[config.mk]
export PLATFORM = sky130hd
export DESIGN_NAME = ibex_noc_msg_port
export DESIGN_NICKNAME = d
export VERILOG_FILES = /design/src/rtl/ibex_noc_pkg.sv /design/src/rtl/ibex_noc_msg_fifo.sv /design/src/rtl/ibex_noc_msg_port.sv
export SDC_FILE = /design/constraint.sdc
export NUM_CORES = 1
export LEC_CHECK = 0
export ABC_AREA = 1
export CAP_MARGIN = 0
export CELL_PAD_IN_SITES_DETAIL_PLACEMENT = 1
export CELL_PAD_IN_SITES_GLOBAL_PLACEMENT = 1
export CORE_MARGIN = 3
export CORE_UTILIZATION = 40
export DETAILED_ROUTE_END_ITERATION = 12
export PLACE_DENSITY_LB_ADDON = 0.1
export SYNTH_ARGS = -nofsm -noshare
export SYNTH_HDL_FRONTEND = slang
export SYNTH_SLANG_ARGS = --single-unit
[constraint.sdc]
create_clock -name clk_i -period 17.55 [get_ports clk_i]
set_clock_uncertainty 0.1 [all_clocks]
set_input_delay 5.265 -clock clk_i [delete_from_list [all_inputs] [get_ports clk_i]]
set_output_delay 5.265 -clock clk_i [all_outputs]
set_load 0.05 [all_outputs]
[src/rtl/ibex_noc_pkg.sv]
// Shared types, default parameters and payload masking for the Ibex NoC message port.
package ibex_noc_pkg;

   localparam int unsigned MsgWordsDef = 4;
   localparam int unsigned TxDepthDef  = 4;
   localparam int unsigned RxDepthDef  = 4;
   localparam int unsigned CoreIdWDef  = 5;
   localparam int unsigned RegAddrWDef = 5;
   localparam int unsigned LenWDef     = 2;

   localparam int unsigned MsgWordsMax = 8;
   localparam int unsigned LenWMax     = 3;
   localparam int unsigned MaskW       = 32 * MsgWordsMax;

   // Message view for the default configuration.
   typedef struct packed {
      logic [LenWDef-1:0]        len;
      logic [CoreIdWDef-1:0]     core;
      logic [RegAddrWDef-1:0]    addr;
      logic [32*MsgWordsDef-1:0] data;
   } noc_msg_t;

   // Zero every payload word beyond the message length (len = words minus one).
   function automatic logic [MaskW-1:0] noc_mask_payload(input logic [LenWMax-1:0] len,
                                                         input logic [MaskW-1:0]   data);
      logic [MaskW-1:0] res;
      res = data;
      for (int unsigned w = 0; w < MsgWordsMax; w++) begin
         if (w > 32'(len)) res[32*w +: 32] = '0;
      end
      return res;
   endfunction

endpackage

[src/rtl/ibex_noc_msg_fifo.sv]
// Pointer-based message FIFO with wrap-bit full/empty and a registered occupancy count.
module ibex_noc_msg_fifo
   import ibex_noc_pkg::*;
#(
   parameter int unsigned Depth = 4,
   parameter int unsigned Width = 8
) (
   input  logic                   clk_i,
   input  logic                   rst_ni,
   input  logic                   push_i,
   input  logic                   pop_i,
   input  logic [Width-1:0]       wdata_i,
   output logic [Width-1:0]       rdata_o,
   output logic                   full_o,
   output logic                   empty_o,
   output logic [$clog2(Depth):0] count_o
);

   localparam int unsigned IdxW = $clog2(Depth);

   logic [IdxW:0]    wr_ptr_q, wr_ptr_d, rd_ptr_q, rd_ptr_d, cnt_q, cnt_d;
   logic [Width-1:0] mem_q [Depth];
   logic             push_ok, pop_ok;

   assign empty_o = (wr_ptr_q == rd_ptr_q);
   assign full_o  = (wr_ptr_q[IdxW-1:0] == rd_ptr_q[IdxW-1:0]) &&
                    (wr_ptr_q[IdxW] != rd_ptr_q[IdxW]);

   // A push into a full queue lands only when the head leaves in the same cycle.
   assign pop_ok  = pop_i && !empty_o;
   assign push_ok = push_i && (!full_o || pop_ok);

   assign wr_ptr_d = push_ok ? wr_ptr_q + 1'b1 : wr_ptr_q;
   assign rd_ptr_d = pop_ok  ? rd_ptr_q + 1'b1 : rd_ptr_q;
   assign cnt_d    = cnt_q + (IdxW+1)'(push_ok) - (IdxW+1)'(pop_ok);

   always_ff @(posedge clk_i) begin
      if (!rst_ni) begin
         wr_ptr_q <= '0;
         rd_ptr_q <= '0;
         cnt_q    <= '0;
      end else begin
         wr_ptr_q <= wr_ptr_d;
         rd_ptr_q <= rd_ptr_d;
         cnt_q    <= cnt_d;
      end
   end

   always_ff @(posedge clk_i) begin
      if (push_ok) mem_q[wr_ptr_q[IdxW-1:0]] <= wdata_i;
   end

   assign rdata_o = mem_q[rd_ptr_q[IdxW-1:0]];
   assign count_o = cnt_q;

endmodule

[src/rtl/ibex_noc_msg_port.sv]
// Buffered Ibex <-> NoC message port: TX queue with req/gnt, RX queue with drop/overflow.
// Define IBEX_NOC_MSG_STATS_EN to add sent/received/dropped message counters.
module ibex_noc_msg_port
   import ibex_noc_pkg::*;
#(
   parameter int unsigned MsgWords = MsgWordsDef,
   parameter int unsigned TxDepth  = TxDepthDef,
   parameter int unsigned RxDepth  = RxDepthDef,
   parameter int unsigned CoreIdW  = CoreIdWDef,
   parameter int unsigned RegAddrW = RegAddrWDef,
   localparam int unsigned LenW    = (MsgWords > 1) ? $clog2(MsgWords) : 1,
   localparam int unsigned DataW   = 32 * MsgWords
) (
   input  logic                clk_i,
   input  logic                rst_ni,
   input  logic                tx_valid_i,
   output logic                tx_ready_o,
   input  logic [LenW-1:0]     tx_len_i,
   input  logic [CoreIdW-1:0]  tx_core_i,
   input  logic [RegAddrW-1:0] tx_addr_i,
   input  logic [DataW-1:0]    tx_data_i,
   output logic                noc_req_o,
   input  logic                noc_gnt_i,
   output logic [LenW-1:0]     noc_len_o,
   output logic [CoreIdW-1:0]  noc_core_o,
   output logic [RegAddrW-1:0] noc_addr_o,
   output logic [DataW-1:0]    noc_data_o,
   input  logic                noc_valid_i,
   input  logic [LenW-1:0]     noc_len_i,
   input  logic [RegAddrW-1:0] noc_addr_i,
   input  logic [DataW-1:0]    noc_data_i,
   output logic                rx_valid_o,
   input  logic                rx_ready_i,
   output logic [LenW-1:0]     rx_len_o,
   output logic [RegAddrW-1:0] rx_addr_o,
   output logic [DataW-1:0]    rx_data_o,
   output logic                rx_drop_o,
   output logic                rx_overflow_o,
   input  logic                rx_overflow_clr_i
`ifdef IBEX_NOC_MSG_STATS_EN
   ,
   output logic [31:0]         tx_sent_cnt_o,
   output logic [31:0]         rx_recv_cnt_o,
   output logic [15:0]         rx_drop_cnt_o
`endif
);

   localparam int unsigned TxW = LenW + CoreIdW + RegAddrW + DataW;
   localparam int unsigned RxW = LenW + RegAddrW + DataW;

   logic                    tx_full, tx_empty, tx_push, tx_pop;
   logic [TxW-1:0]          tx_rdata;
   logic [$clog2(TxDepth):0] tx_cnt;
   logic [LenW-1:0]         tx_len;

   logic                    rx_full, rx_empty, rx_pop, rx_wr, rx_drop_now;
   logic [RxW-1:0]          rx_rdata;
   logic [$clog2(RxDepth):0] rx_cnt;
   logic [LenW-1:0]         rx_len;

   logic                    rx_drop_q, rx_drop_d, rx_ovf_q, rx_ovf_d;
   logic                    unused_cnt;

   // TX: no bypass, and a full queue refuses even while the head is granted.
   assign tx_ready_o = !tx_full;
   assign noc_req_o  = !tx_empty;
   assign tx_push    = tx_valid_i && !tx_full;
   assign tx_pop     = noc_req_o && noc_gnt_i;

   ibex_noc_msg_fifo #(.Depth(TxDepth), .Width(TxW)) u_tx_fifo (
      .clk_i   (clk_i),
      .rst_ni  (rst_ni),
      .push_i  (tx_push),
      .pop_i   (tx_pop),
      .wdata_i ({tx_len_i, tx_core_i, tx_addr_i, tx_data_i}),
      .rdata_o (tx_rdata),
      .full_o  (tx_full),
      .empty_o (tx_empty),
      .count_o (tx_cnt)
   );

   assign tx_len     = tx_rdata[TxW-1 -: LenW];
   assign noc_len_o  = tx_empty ? '0 : tx_len;
   assign noc_core_o = tx_empty ? '0 : tx_rdata[DataW+RegAddrW +: CoreIdW];
   assign noc_addr_o = tx_empty ? '0 : tx_rdata[DataW +: RegAddrW];
   assign noc_data_o = tx_empty ? '0 :
      DataW'(noc_mask_payload(LenWMax'(tx_len), MaskW'(tx_rdata[DataW-1:0])));

   // RX: a full queue still takes the strobe if the core frees the head this cycle.
   assign rx_valid_o  = !rx_empty;
   assign rx_pop      = rx_valid_o && rx_ready_i;
   assign rx_wr       = noc_valid_i && (!rx_full || rx_pop);
   assign rx_drop_now = noc_valid_i && !rx_wr;

   ibex_noc_msg_fifo #(.Depth(RxDepth), .Width(RxW)) u_rx_fifo (
      .clk_i   (clk_i),
      .rst_ni  (rst_ni),
      .push_i  (rx_wr),
      .pop_i   (rx_pop),
      .wdata_i ({noc_len_i, noc_addr_i, noc_data_i}),
      .rdata_o (rx_rdata),
      .full_o  (rx_full),
      .empty_o (rx_empty),
      .count_o (rx_cnt)
   );

   assign rx_len    = rx_rdata[RxW-1 -: LenW];
   assign rx_len_o  = rx_empty ? '0 : rx_len;
   assign rx_addr_o = rx_empty ? '0 : rx_rdata[DataW +: RegAddrW];
   assign rx_data_o = rx_empty ? '0 :
      DataW'(noc_mask_payload(LenWMax'(rx_len), MaskW'(rx_rdata[DataW-1:0])));

   // A new drop takes priority over a clear in the same cycle.
   assign rx_drop_d = rx_drop_now;
   assign rx_ovf_d  = rx_drop_now || (rx_ovf_q && !rx_overflow_clr_i);

   always_ff @(posedge clk_i) begin
      if (!rst_ni) begin
         rx_drop_q <= 1'b0;
         rx_ovf_q  <= 1'b0;
      end else begin
         rx_drop_q <= rx_drop_d;
         rx_ovf_q  <= rx_ovf_d;
      end
   end

   assign rx_drop_o     = rx_drop_q;
   assign rx_overflow_o = rx_ovf_q;
   assign unused_cnt    = ^{tx_cnt, rx_cnt};

`ifdef IBEX_NOC_MSG_STATS_EN
   logic [31:0] tx_sent_q, rx_recv_q;
   logic [15:0] rx_drop_cnt_q;

   always_ff @(posedge clk_i) begin
      if (!rst_ni) begin
         tx_sent_q     <= '0;
         rx_recv_q     <= '0;
         rx_drop_cnt_q <= '0;
      end else begin
         if (tx_pop) tx_sent_q <= tx_sent_q + 32'd1;
         if (rx_wr)  rx_recv_q <= rx_recv_q + 32'd1;
         if (rx_drop_now && (rx_drop_cnt_q != 16'hFFFF)) rx_drop_cnt_q <= rx_drop_cnt_q + 16'd1;
      end
   end

   assign tx_sent_cnt_o = tx_sent_q;
   assign rx_recv_cnt_o = rx_recv_q;
   assign rx_drop_cnt_o = rx_drop_cnt_q;
`endif

endmodule

# ---- Yosys cells after proc, flatten, opt, wreduce, memory -nomap -nowiden
# Memories as Yosys holds them, arrays and structs flattened. A register that Yosys moved wholly into a read port is not among the register bits.
# Index checks and enable logic that the tools add are counted.
dict set report classes {
  addsub 4
  magnitude_cmp 6
  eq_ne 6
  mux 21
  reduce_logical 22
}
# cell count
set ops {}
lappend ops {{128-bit two-way mux} 2}
lappend ops {{32-bit two-way mux} 6}
lappend ops {{5-bit two-way mux} 3}
lappend ops {{3-bit by 1-bit adder with 3-bit output, second input constant} 4}
lappend ops {{1-bit logical AND} 12}
lappend ops {{2-bit two-way mux} 6}
lappend ops {{2-bit greater-than comparator, first input constant} 4}
lappend ops {{3-bit == test} 2}
lappend ops {{1-bit logical NOT} 6}
lappend ops {{2-bit == test} 2}
lappend ops {{1-bit by 2-bit greater-than comparator with 1-bit output, first input constant} 2}
lappend ops {{1-bit logical OR} 4}
lappend ops {{1-bit two-way mux} 4}
lappend ops {{1-bit inequality test} 2}
dict set report totals {
  reg_bits 14
  ram_bits 1100
  out_inout_bits 280
  n_memories 2
}
# memory words width read_ports rd_clocked_by_memory_dff wr line_no
set mem_list {}
lappend mem_list {u_tx_fifo.mem_q 4 140 1 1 1 ibex_noc_msg_fifo.sv:22} ;# logic [Width-1:0] mem_q [Depth];
lappend mem_list {u_rx_fifo.mem_q 4 135 1 1 1 ibex_noc_msg_fifo.sv:22}

# ---- Logic depth before layout (Yosys ltp)
# Gate-level depths: netlist of run 1.
dict set report depth {
  ltp_word 8
  depth_mapped 11
}

# ---- By module
# Synthesis of run 1 repeated with hierarchy kept, for this count alone.
dict set report hier_totals {
  hier_cells 3375
  hier_area_um2 44174.9
}
# mod instances cells_each area_each_um2 seq_area_each_um2
set modules_own_cells {}
lappend modules_own_cells {{ibex_noc_msg_fifo (u_tx_fifo)} 1 1436 21256.6 17036.3}
lappend modules_own_cells {{ibex_noc_msg_fifo (u_rx_fifo)} 1 1388 20504.7 16435.8}
lappend modules_own_cells {ibex_noc_msg_port 1 551 2413.6 40.0}

# ---- Worst setup path before layout of run 1
# Ideal clock, no wire load.
dict set report synth_timing {
  path_kind {in2reg}
  startpoint {input tx_valid_i}
  endpoint {memory u_tx_fifo.mem_q[0][0] (netlist name), enable pin}
  arrival_ps 11287
  slack_ps 5522
  stages 2
  n_path_buf 0
  path_cell_list {nand2_1 nor2_1}
}
dict set report synth_between {
  elab_chain_cells 4
}
# element line_no
set synth_rtl {}
lappend synth_rtl {{start, declared} ibex_noc_msg_port.sv:16} ;# input logic tx_valid_i,
lappend synth_rtl {{1-bit logical AND} ibex_noc_msg_port.sv:67} ;# assign tx_push = tx_valid_i && !tx_full;
lappend synth_rtl {{1-bit logical AND} ibex_noc_msg_fifo.sv:31} ;# assign push_ok = push_i && (!full_o || pop_ok);
lappend synth_rtl {{1-bit two-way mux} ibex_noc_msg_fifo.sv:50} ;# if (push_ok) mem_q[wr_ptr_q[IdxW-1:0]] <= wdata_i;
lappend synth_rtl {{1-bit two-way mux (not written as such)} ibex_noc_msg_fifo.sv:50}
lappend synth_rtl {{end, declared} ibex_noc_msg_fifo.sv:22}
# Every way passes these cells.

==> results of run 1 <==
-- logic make-up after synthesis --
kind of cell	count (synthesis)	synth area share [%]
compound gates	802	10.1
buf+inv	389	3.98
fa+ha+maj	10	0.286
xor+xnor	5	0.100
flops	1118	76.2
simple gates	1032	9.27
-- synthesized netlist by cell type, drive strengths merged --
| library cell | n | area share, % |
|---|---|---|
| nand3 | 10 | 0.11 |
| clkinv | 1 | 0.0086 |
| o21ai | 487 | 5.6 |
| xnor2 | 1 | 0.020 |
| nand2 | 254 | 2.2 |
| xor2 | 4 | 0.080 |
| ha | 10 | 0.29 |
| o211ai | 2 | 0.057 |
| a32o | 32 | 0.73 |
| o32ai | 1 | 0.020 |
| nor2 | 767 | 6.9 |
| buf | 118 | 1.7 |
| nand3b | 1 | 0.017 |
| o21bai | 3 | 0.051 |
| clkbuf | 94 | 0.81 |
| edfxtp | 1100 | 75 |
| o22ai | 175 | 2.5 |
| inv | 176 | 1.5 |
| a21oi | 102 | 1.2 |
| dfxtp | 18 | 0.82 |
-- where the power goes --
| part | switching, uW | total (uW) | internal, uW |
|---|---|---|---|
| clock | 1010 | 2400 | 1390 |
| sequential | 47.4 | 3110 | 3060 |
| combinational | 1310 | 1840 | 531 |
| total | 2370 | 7350 | 4980 |
-- flip-flops by register name (all words and copies together), names as in the netlist, named ones only --
register            cells
u_tx_fifo.mem_q       560
u_rx_fifo.mem_q       540
u_rx_fifo.rd_ptr_q      3
u_rx_fifo.wr_ptr_q      3
u_tx_fifo.rd_ptr_q      3
u_tx_fifo.wr_ptr_q      3
rx_drop_o               1
rx_overflow_o           1
-- final cells by class --
cell class | instances | area (um^2)
clock inverters | 73 | 612
fillers | 10900 | 53600
multi-input cells | 1849 | 8740
clock buffers | 143 | 3090
inverters | 177 | 684
well taps | 1403 | 1760
diodes | 15 | 37.5
flip-flops and latches | 1118 | 33400
repair buffers | 589 | 5910
-- through the flow --
step                instance area [um^2]  util (%)  power (uW)  hold slack, ns
detailed placement                 50500      46.8        5030           0.373
global route                       54200      50.3        7680           0.421
CTS                                54200      50.3        7440           0.380
floorplan                          43800         -        4370           0.376
global placement                   50500      46.8        5010           0.367
finish                             54200      50.3        7350           0.379
-- worst paths after layout --
| check | start | end | slack (ns) |
|---|---|---|---|
| worst max register to register | u_tx_fifo.wr_ptr_q[0] | u_tx_fifo.mem_q[3][46] | 13.35 |
| worst min-delay path | rx_overflow_o | rx_overflow_o | 0.38 |
| worst max-delay path | flop | rx_data_o[41] | 7.12 |
| worst min register to register | rx_overflow_o | rx_overflow_o | 0.38 |
-- cell usage in the layout (no fill, tap or decap), drive strengths merged, types with 10 or more instances in the layout --
cell type	instances
nand2	254
nor2	767
dfxtp	18
clkdlybuf4s50	561
ha	10
nand3	10
clkbuf	143
inv	179
buf	28
o22ai	175
diode	15
o21ai	487
clkinv	59
bufinv	10
a32o	32
a21oi	102
edfxtp	1100
-- worst max-delay path, stage by stage (launching register included) --
cell and delay (ns):
sky130_fd_sc_hd__dfxtp_4 0.57, sky130_fd_sc_hd__inv_6 0.75, sky130_fd_sc_hd__buf_4 0.81, sky130_fd_sc_hd__buf_4 0.69
sky130_fd_sc_hd__o21ai_0 0.16, sky130_fd_sc_hd__o22ai_1 0.29, sky130_fd_sc_hd__inv_1 0.08, sky130_fd_sc_hd__nor2_1 0.11
sky130_fd_sc_hd__clkdlybuf4s50_1 0.81
-- routing by layer --
layer  up-vias  part of all wire [%]  track usage (%)
met5         -                  0.12                0
met4        20                   2.0             5.55
met3       159                   6.3             4.90
met2       636                    50             35.0
met1     14000                    42             26.1
li1      13000                     -                -
==> results summary, run 1 <==
The detailed router finished its first iteration with 1,712 violations. Counting distinct cell types in the post-synthesis netlist gives 31. The path depth of the worst reg2reg path came out at 8. The synthesized netlist occupies a cell area of 0.0438 mm^2.

The type of origin of the critical path is a flop. The worst slack after detailed placement came out at 7.74 ns. The number of placement rows is 120. The global route total overflow came out at 0. The HPWL after detailed placement is 68,600 um. The signed area change from the synthesized netlist to the final layout came out at 23.8%. Measured against its own limit, the worst slew margin works out to 23.5%. The die extent in y is 337 um. The number of cells traversed by the worst hold path is 2.

Counting along the longest clock path gives a buffer depth of 3. The clock sink count is 1,118. The critical path capture point type is a primary output.

The sequential-to-total area share from yosys stat is 76.2%. The worst IR drop on VDD came out at 78.7 uV. Setup repair after global routing left no endpoint under its margin. The detailed-route DRC error count is 0.

The run finished with clean final reports. The total number of H-tree levels is 3. The net total in the final layout is 4,144. The first global-routing pass estimated 177,000 um of wire.

The count of warnings emitted by yosys is 0. The aggregate routed wire length is 119,000 um. The number of antenna violations at the first check in global routing came out at 26. Clock tree synthesis selected as its root buffer the cell sky130_fd_sc_hd__clkbuf_16. At the pin with the least slew margin, the transition time is 1.15 ns.

The die outline area came out at 0.114 mm^2. The clock latency of the later-clocked register in the worst-skew pair is 0.69 ns. Using the TritonRoute via totals, the vias-per-cell ratio works out to 5.18. The endpoint arrival time on the critical path is 5.07 ns. The boundary pin count is 562. The via count is 27,800. The first detailed-routing pass took 5 iterations. The final critical delay including setup and external delays is 10.43 ns. The tightest min-delay check is of the flop to flop type. The via count of the first global-routing pass is 28,600.

Buffers inserted to repair hold after CTS numbered 0. The static leakage came out at 0.0188 uW. Once routing completed, OpenROAD measured the worst setup slack at 7.12 ns. The average size of a mapped cell came out at 13.1 um^2. The max-capacitance violation count is 0. The post-placement cell count is 5,136.

The core region is 0.108 mm^2. The proportion of layout cells with a drive suffix above 1 is 6.08%. The congestion estimate from routability-driven global placement came to 0.731. The clock-pin slew on the worst setup and hold paths came out at 0.06 ns. The share of the cycle needed by the critical path after routing is 59.4%. The count of final setup violators came out at 0. The count of antenna-violating nets left after detailed routing came out at 0. The starting density of the core is 40.6%.

The power per cell area came out at 135 mW/mm^2. The sum of negative setup slack is 0 ns. The count of cells in the finished layout, fillers not included, comes to 5,367. The flop and latch count out of synthesis came out at 1,118. The total clock buffers created by CTS came out at 117.

The count of buffers inserted at the top-level ports came out at 561. Across every metal layer, demand over resource in global routing totals 20.5%. The worst-path maximum fanout is 117.

The maximum number of pins on one net before global-route repair came out at 223. The critical path class is flop to primary output. In the final routed layout, each cell accounts on average for 22.2 um. The number of pins with negative max-slew slack in the final report came to 0.

The die boundary width is 337 um. When the netlist entered floorplanning its net count stood at 3,648. Post-CTS timing repair inserted 0 buffers for setup. The required time at the worst-slack endpoint is 12.18 ns. The number of hold violations in the final report is 0. In this run, post-CTS repair resized a total of 0 instances.

The timing-limited maximum frequency is 0.0958 GHz. The CTS tree is built. Counting every instance in the synthesized netlist gives 3,356.
Note: power is estimated with default switching activity, not from simulation.
==> run 2, diff against run 1 <==
Clock period 17.55 ns to 10.5 ns, I/O delays scaled along.
==> run 2 against run 1 <==
Effect of this change: die area did not move; cell area fell by 0.19%; utilization fell by 0.095 points; power is 65% higher; setup slack got worse by 4.4 ns; via count is 0.39% higher; non-clock buffer count up 4.
==> results summary, run 2 (same netlist as run 1, synthesis figures left out) <==
The flow ran to the end, and the final reports show no timing, DRC or antenna violations. The average vias per placed instance came out at 5.18. TritonCTS built the clock tree.

Leaving out fill and tap cells, the most frequent cells in the layout are sky130_fd_sc_hd__edfxtp_1, sky130_fd_sc_hd__nor2_1, sky130_fd_sc_hd__clkdlybuf4s50_1. 562 I/O pins were placed. The timing-limited maximum frequency is 0.128 GHz. The critical path class is flop to primary output. The endpoint identified for the worst register-to-register timing path is u_rx_fifo.mem_q[2][32]. The count of antenna-violating nets left after detailed routing came out at 0.

The number of antenna violations at the first check in global routing is 39. For the worst-skew pair, the clock arrives at the later sink with an insertion delay of 0.70 ns. The final critical delay including setup and external delays is 7.82 ns. The post-placement cell count came out at 5,140.

The worst setup path is captured at a primary output. The number of hold violations in the final report came out at 0. Following the worst setup path forward leads to its endpoint at rx_data_o[92]. The maximum count of clock buffers along a single path came out at 3. The area of the placeable core is 0.108 mm^2.

The post-cts gate resize count came out at 0. For this run, design rule violations remaining after detail routing come to 0. The via count of the first global-routing pass is 29,100. The clock-pin slew on the worst setup and hold paths is 0.06 ns. In this run the critical register-to-register path is launched from u_rx_fifo.wr_ptr_q[0]. The proportion of layout cells with a drive suffix above 1 is 5.86%. The aggregate routed wire length came out at 119,000 um. The last weighted congestion value of the routability-driven placer came out at 0.712. The endpoint arrival time on the critical path is 4.57 ns. For the worst flop-to-flop path, the logic depth is 8. On the final layout, the worst hold slack is 0.391 ns.

The tool flagged a number of max-cap violations equal to 0. The power per cell area came out at 224 mW/mm^2. The number of hold buffers added after CTS came out at 0.

The relative slew slack is 15.6%. The register with the most flip-flops in the layout has 560 of them. The net total in the final layout is 4,150. The clock sink count is 1,118. The worst-path maximum fanout came out at 86.

The count of final setup violators came out at 0. The starting density of the core came out at 40.6%. The total clock buffers created by CTS is 119. The number of pins with negative max-slew slack in the final report came out at 0. The first global-routing pass estimated 177,000 um of wire. Dividing the final minimum period by the clock period gives 74.4%.

The first routing iteration left 1,839 violations. The number of placement rows is 120. The sum of negative setup slack is 0 ns. The required time at the worst-slack endpoint came out at 7.25 ns. The count of buffers inserted at the top-level ports is 561. The total power after layout is 12,100 uW.

The die extent in y came out at 337 um. The number of standard cells in the final layout excluding fillers came out at 5,388. The type of origin of the critical path is a flop. The worst IR drop on VDD is 160 uV.

The via count is 27,900. The aggregate global-route resource usage is 20.5%. The HPWL after detailed placement came out at 67,500 um. The share of the core filled with cells in the final layout came out at 50.2%. The total number of H-tree levels is 3. The worst-case register-to-register setup slack is 7.00 ns. The signed area change from the synthesized netlist to the final layout came out at 23.6%. The post-CTS setup-driven buffer insertion count is 0. The number of fillers in the final layout is 10,900. The library cell used most frequently in the layout, excluding fill and tap cells, is sky130_fd_sc_hd__edfxtp_1.

The tree is rooted in a sky130_fd_sc_hd__clkbuf_16. The die outline area is 0.114 mm^2. In this run the horizontal extent of the chip is 337 um. In this run the worst hold path is classified as flop to flop.

Setup repair after global routing left no endpoint under its margin. The mean routed wirelength per cell is 22.0 um. The global route total overflow came out at 0. The measured slew at the worst slew-check pin is 1.27 ns. Entering global routing, the biggest net connects 195 pins. The static leakage is 0.0187 uW.

For this run, the detailed router's first-pass iteration total came to 5.
## run 2: changes by cell type in the layout (fill, tap and decap cells not counted), sizes merged
cell,before,now
buf,28,32
bufinv,10,3
clkbuf,143,152
clkinv,59,64
diode,15,25
## run 2: layer usage
metal | GRT usage [%] | wire length [um] | vias up | share of wire (%)
met5 | 0 | 158 | - | 0.13
met3 | 5.74 | 7490 | 197 | 6.3
met2 | 35.0 | 58700 | 615 | 49
met1 | 25.2 | 49000 | 14000 | 41
met4 | 6.79 | 3410 | 24 | 2.9
li1 | - | - | 13100 | -
## run 2: critical path: stages (launching register included)
cell	delay (ns)
sky130_fd_sc_hd__dfxtp_4	0.94
sky130_fd_sc_hd__inv_6	0.42
sky130_fd_sc_hd__nand2_1	0.15
sky130_fd_sc_hd__nand2_1	0.06
sky130_fd_sc_hd__nand2_1	0.08
sky130_fd_sc_hd__o21ai_2	0.09
sky130_fd_sc_hd__nand2_2	0.50
sky130_fd_sc_hd__buf_4	0.56
sky130_fd_sc_hd__a21oi_1	0.19
sky130_fd_sc_hd__clkdlybuf4s50_1	0.75
## run 2: where the power goes
| group | internal (uW) | leakage (uW) | total (uW) | switching [uW] |
|---|---|---|---|---|
| clock | 2150 | 0.00173 | 3830 | 1690 |
| combinational | 887 | 0.00673 | 3060 | 2180 |
| sequential | 5120 | 0.0103 | 5200 | 87.7 |
| total | 8150 | 0.0187 | 12100 | 3950 |
## run 2: how the worst min path moves through the flow
stage	start	end	slack (ns)	cells past startpoint
after floorplan	u_rx_fifo.rd_ptr_q[2]	u_rx_fifo.rd_ptr_q[2]	0.38	2
after global placement	rx_overflow_o	rx_overflow_o	0.38	2
after detailed placement	rx_overflow_o	rx_overflow_o	0.38	2
after CTS	rx_overflow_o	rx_overflow_o	0.39	2
after global routing	rx_overflow_o	rx_overflow_o	0.43	2
final	rx_overflow_o	rx_overflow_o	0.39	2
## run 2: final cells by class
type | instances | area (um^2) | share of cell area (%)
clock inverters | 71 | 442 | 0.816
well taps | 1403 | 1760 | 3.24
diodes | 25 | 62.6 | 0.116
repair buffers | 593 | 5940 | 11.0
flip-flops and latches | 1118 | 33400 | 61.7
clock buffers | 152 | 3100 | 5.73
multi-input cells | 1849 | 8740 | 16.1
inverters | 177 | 684 | 1.26
## run 2: through the flow
stage	setup WS (ns)	area [um^2]
2_1_floorplan	0.587	43800
3_3_place_gp	3.28	50500
3_5_place_dp	3.24	50500
4_1_cts	2.45	54100
5_1_grt	2.25	54100
6_report	2.68	54100
==> run 3, diff against run 2 <==
Clock period 10.5 ns to 7.8 ns, I/O delays scaled along.
==> run 3 against run 2 <==
Effect of this change: final cell count increased by 0.13%; sequential cell count unchanged; worst hold slack got worse by 0.0097 ns; cell area increased by 0.59%; sequential share of layout area decreased by 0.36 points; non-clock buffer count decreased by 2; critical path depth unchanged; clock power increased by 43%; setup slack got worse by 1.9 ns.
==> results summary, run 3 (same netlist as run 1, synthesis figures left out) <==
CTS saw 1,118 sinks. The clock passes through at most 3 buffers. The flip-flop count of the largest register, all copies and words added is 560.

The number of pins with negative max-slew slack in the final report came out at 0. The root buffer cell chosen for the clock tree is sky130_fd_sc_hd__clkbuf_16. The worst IR drop on VDD is 228 uV. The static leakage came out at 0.0189 uW.

The relative slew slack came out at 18.1%. The count of final setup violators is 0. For hold timing, the worst endpoint is rx_overflow_o. The HPWL after detailed placement is 67,600 um.

The total clock buffers created by CTS is 120. The setup check on the worst reg-to-reg path leaves a slack of 4.66 ns. Leaving out fill and tap cells, the most frequent cell in the layout is sky130_fd_sc_hd__edfxtp_1.

The number of hold buffers added after CTS is 0. The maximum number of pins on one net before global-route repair came out at 225. The worst-path maximum fanout is 145. The number of fillers in the final layout is 10,900. 562 I/O pins were placed. After detailed routing, the average wire length per cell comes to 21.9 um. The required time at the worst-slack endpoint is 5.36 ns. The sum of negative setup slack came out at 0 ns. Of the cells placed in the final design, the portion with a size suffix greater than 1 is 6.19%. The power per cell area came out at 305 mW/mm^2. The detailed router's first-iteration violation count came out at 1,812. The tool flagged a number of max-cap violations equal to 0. The flow ran to the end, and the final reports show no timing, DRC or antenna violations. The detailed-route DRC error count is 0. Of the available clock period, the critical path in the final layout requires 89.4%.

The first-pass iteration count of the detailed router is 5. The number of cells traversed by the worst hold path came out at 2. In the routed layout, each cell is associated on average with a via count of 5.16. The post-CTS setup-driven buffer insertion count is 0.

In this run the critical register-to-register path is launched from u_rx_fifo.wr_ptr_q[0]. The timing-limited maximum frequency came out at 0.143 GHz. The endpoint arrival time on the critical path came out at 4.54 ns. The clock-pin slew on the worst setup and hold paths came out at 0.06 ns. The critical path capture point type is a primary output. The count of antenna-violating nets left after detailed routing came out at 0. The CTS tree is built. The last weighted congestion value of the routability-driven placer is 0.740.

The global route total overflow came out at 0. The count of buffers inserted at the top-level ports is 561. Setup repair after global routing left no endpoint under its margin.

The worst setup path is launched from a flop. Across all setup checks in the final design, the least slack found is 0.825 ns. The net total in the final layout came out at 4,149. The worst hold path begins at rx_overflow_o. The starting density of the core is 40.6%. Across every metal layer, demand over resource in global routing totals 20.3%. Summing over every cut layer, the via total after detailed routing is 27,800. The number of hold violations in the final report came out at 0. For the pin with the worst max-slew slack, the measured transition is 1.23 ns.

By startpoint and endpoint, the worst setup path is classified as flop to primary output. The number of antenna violations at the first check in global routing is 42. The total power after layout is 16,600 uW. In the layout the commonest cells are sky130_fd_sc_hd__edfxtp_1, sky130_fd_sc_hd__nor2_1, sky130_fd_sc_hd__clkdlybuf4s50_1. In this run the number of H-tree levels came out at 3. The via count of the first global-routing pass is 28,600. The clock latency of the later-clocked register in the worst-skew pair is 0.70 ns.

The area of the placeable core is 0.108 mm^2. The smallest clock period supported by the final layout is computed as 6.98 ns. The number of placement rows came out at 120. The post-cts gate resize count is 0. The die is 337 um wide. The signed area change from the synthesized netlist to the final layout came out at 24.3%. The path class of the tightest hold or removal check is flop to flop.

The path depth of the worst reg2reg path came out at 8. The die outline area is 0.114 mm^2. The worst slack after detailed placement is 1.47 ns. The final layout contains routed wiring with a total length of 118,000 um. The endpoint identified for the worst register-to-register timing path is u_rx_fifo.mem_q[2][103]. The wire length of the first global-routing pass is 174,000 um. In this run the vertical extent of the chip is 337 um.
run 3: cell types whose count changed in the layout (fill, tap and decap cells not counted):
| cell | previous run | this run |
|---|---|---|
| sky130_fd_sc_hd__buf_12 | 7 | 13 |
| sky130_fd_sc_hd__buf_4 | 25 | 17 |
| sky130_fd_sc_hd__bufinv_16 | 3 | 10 |
| sky130_fd_sc_hd__clkbuf_1 | 33 | 24 |
| sky130_fd_sc_hd__clkbuf_16 | 119 | 121 |
| sky130_fd_sc_hd__clkinv_1 | 41 | 38 |
| sky130_fd_sc_hd__clkinv_2 | 19 | 25 |
| sky130_fd_sc_hd__clkinv_4 | 0 | 1 |
| sky130_fd_sc_hd__clkinv_8 | 4 | 2 |
| sky130_fd_sc_hd__clkinvlp_4 | 2 | 1 |
| sky130_fd_sc_hd__diode_2 | 25 | 31 |
| sky130_fd_sc_hd__inv_16 | 0 | 1 |
| sky130_fd_sc_hd__inv_8 | 1 | 2 |
run 3: worst max-delay path, stage by stage, from the launching register on:
cell,delay (ns)
sky130_fd_sc_hd__dfxtp_4,1.03
sky130_fd_sc_hd__inv_8,0.51
sky130_fd_sc_hd__nand2_1,0.17
sky130_fd_sc_hd__nand2_1,0.07
sky130_fd_sc_hd__nand2_1,0.07
sky130_fd_sc_hd__o21ai_2,0.08
sky130_fd_sc_hd__nand2_2,0.49
sky130_fd_sc_hd__buf_4,0.48
sky130_fd_sc_hd__a21oi_1,0.11
sky130_fd_sc_hd__clkdlybuf4s50_1,0.73
run 3: through the flow:
stage          cells  hold WS (ns)  util [%]  area (um^2)
2_1_floorplan   3356         0.376         -        43800
3_3_place_gp    5138         0.378      46.9        50600
3_5_place_dp    5138         0.379      46.9        50600
4_1_cts         5364         0.385      50.4        54400
5_1_grt         5378         0.409      50.5        54400
6_report        5395         0.382      50.5        54500
run 3: power breakdown:
part	switching, uW	internal [uW]
Combinational	2950	1200
Clock	2300	3160
Sequential	108	6880
Total	5360	11200
run 3: how the worst max path moves through the flow:
stage | endpoint | slack [ns]
after floorplan | u_tx_fifo.mem_q[0][0] | -1.30
after global placement | rx_data_o[85] | 1.51
after detailed placement | rx_data_o[80] | 1.47
after CTS | rx_data_o[80] | 0.67
after global routing | rx_data_o[80] | 0.35
final | rx_data_o[80] | 0.82
run 3: area by class of cell:
type / instances / area (um^2) / area share, %
flip-flops and latches: 1118 / 33400 / 61.3
inverters: 177 / 687 / 1.26
repair buffers: 591 / 6000 / 11.0
diodes: 31 / 77.6 / 0.142
clock buffers: 145 / 3120 / 5.73
multi-input cells: 1849 / 8740 / 16.1
clock inverters: 81 / 668 / 1.23
well taps: 1403 / 1760 / 3.22
run 3: routing by layer:
| layer | global-route usage, % | vias up | share of wire (%) |
|---|---|---|---|
| met5 | 0 | - | 0.15 |
| met4 | 6.48 | 26 | 2.8 |
| met3 | 5.71 | 190 | 6.6 |
| met2 | 34.8 | 627 | 50 |
| met1 | 24.9 | 13900 | 41 |
| li1 | - | 13100 | - |
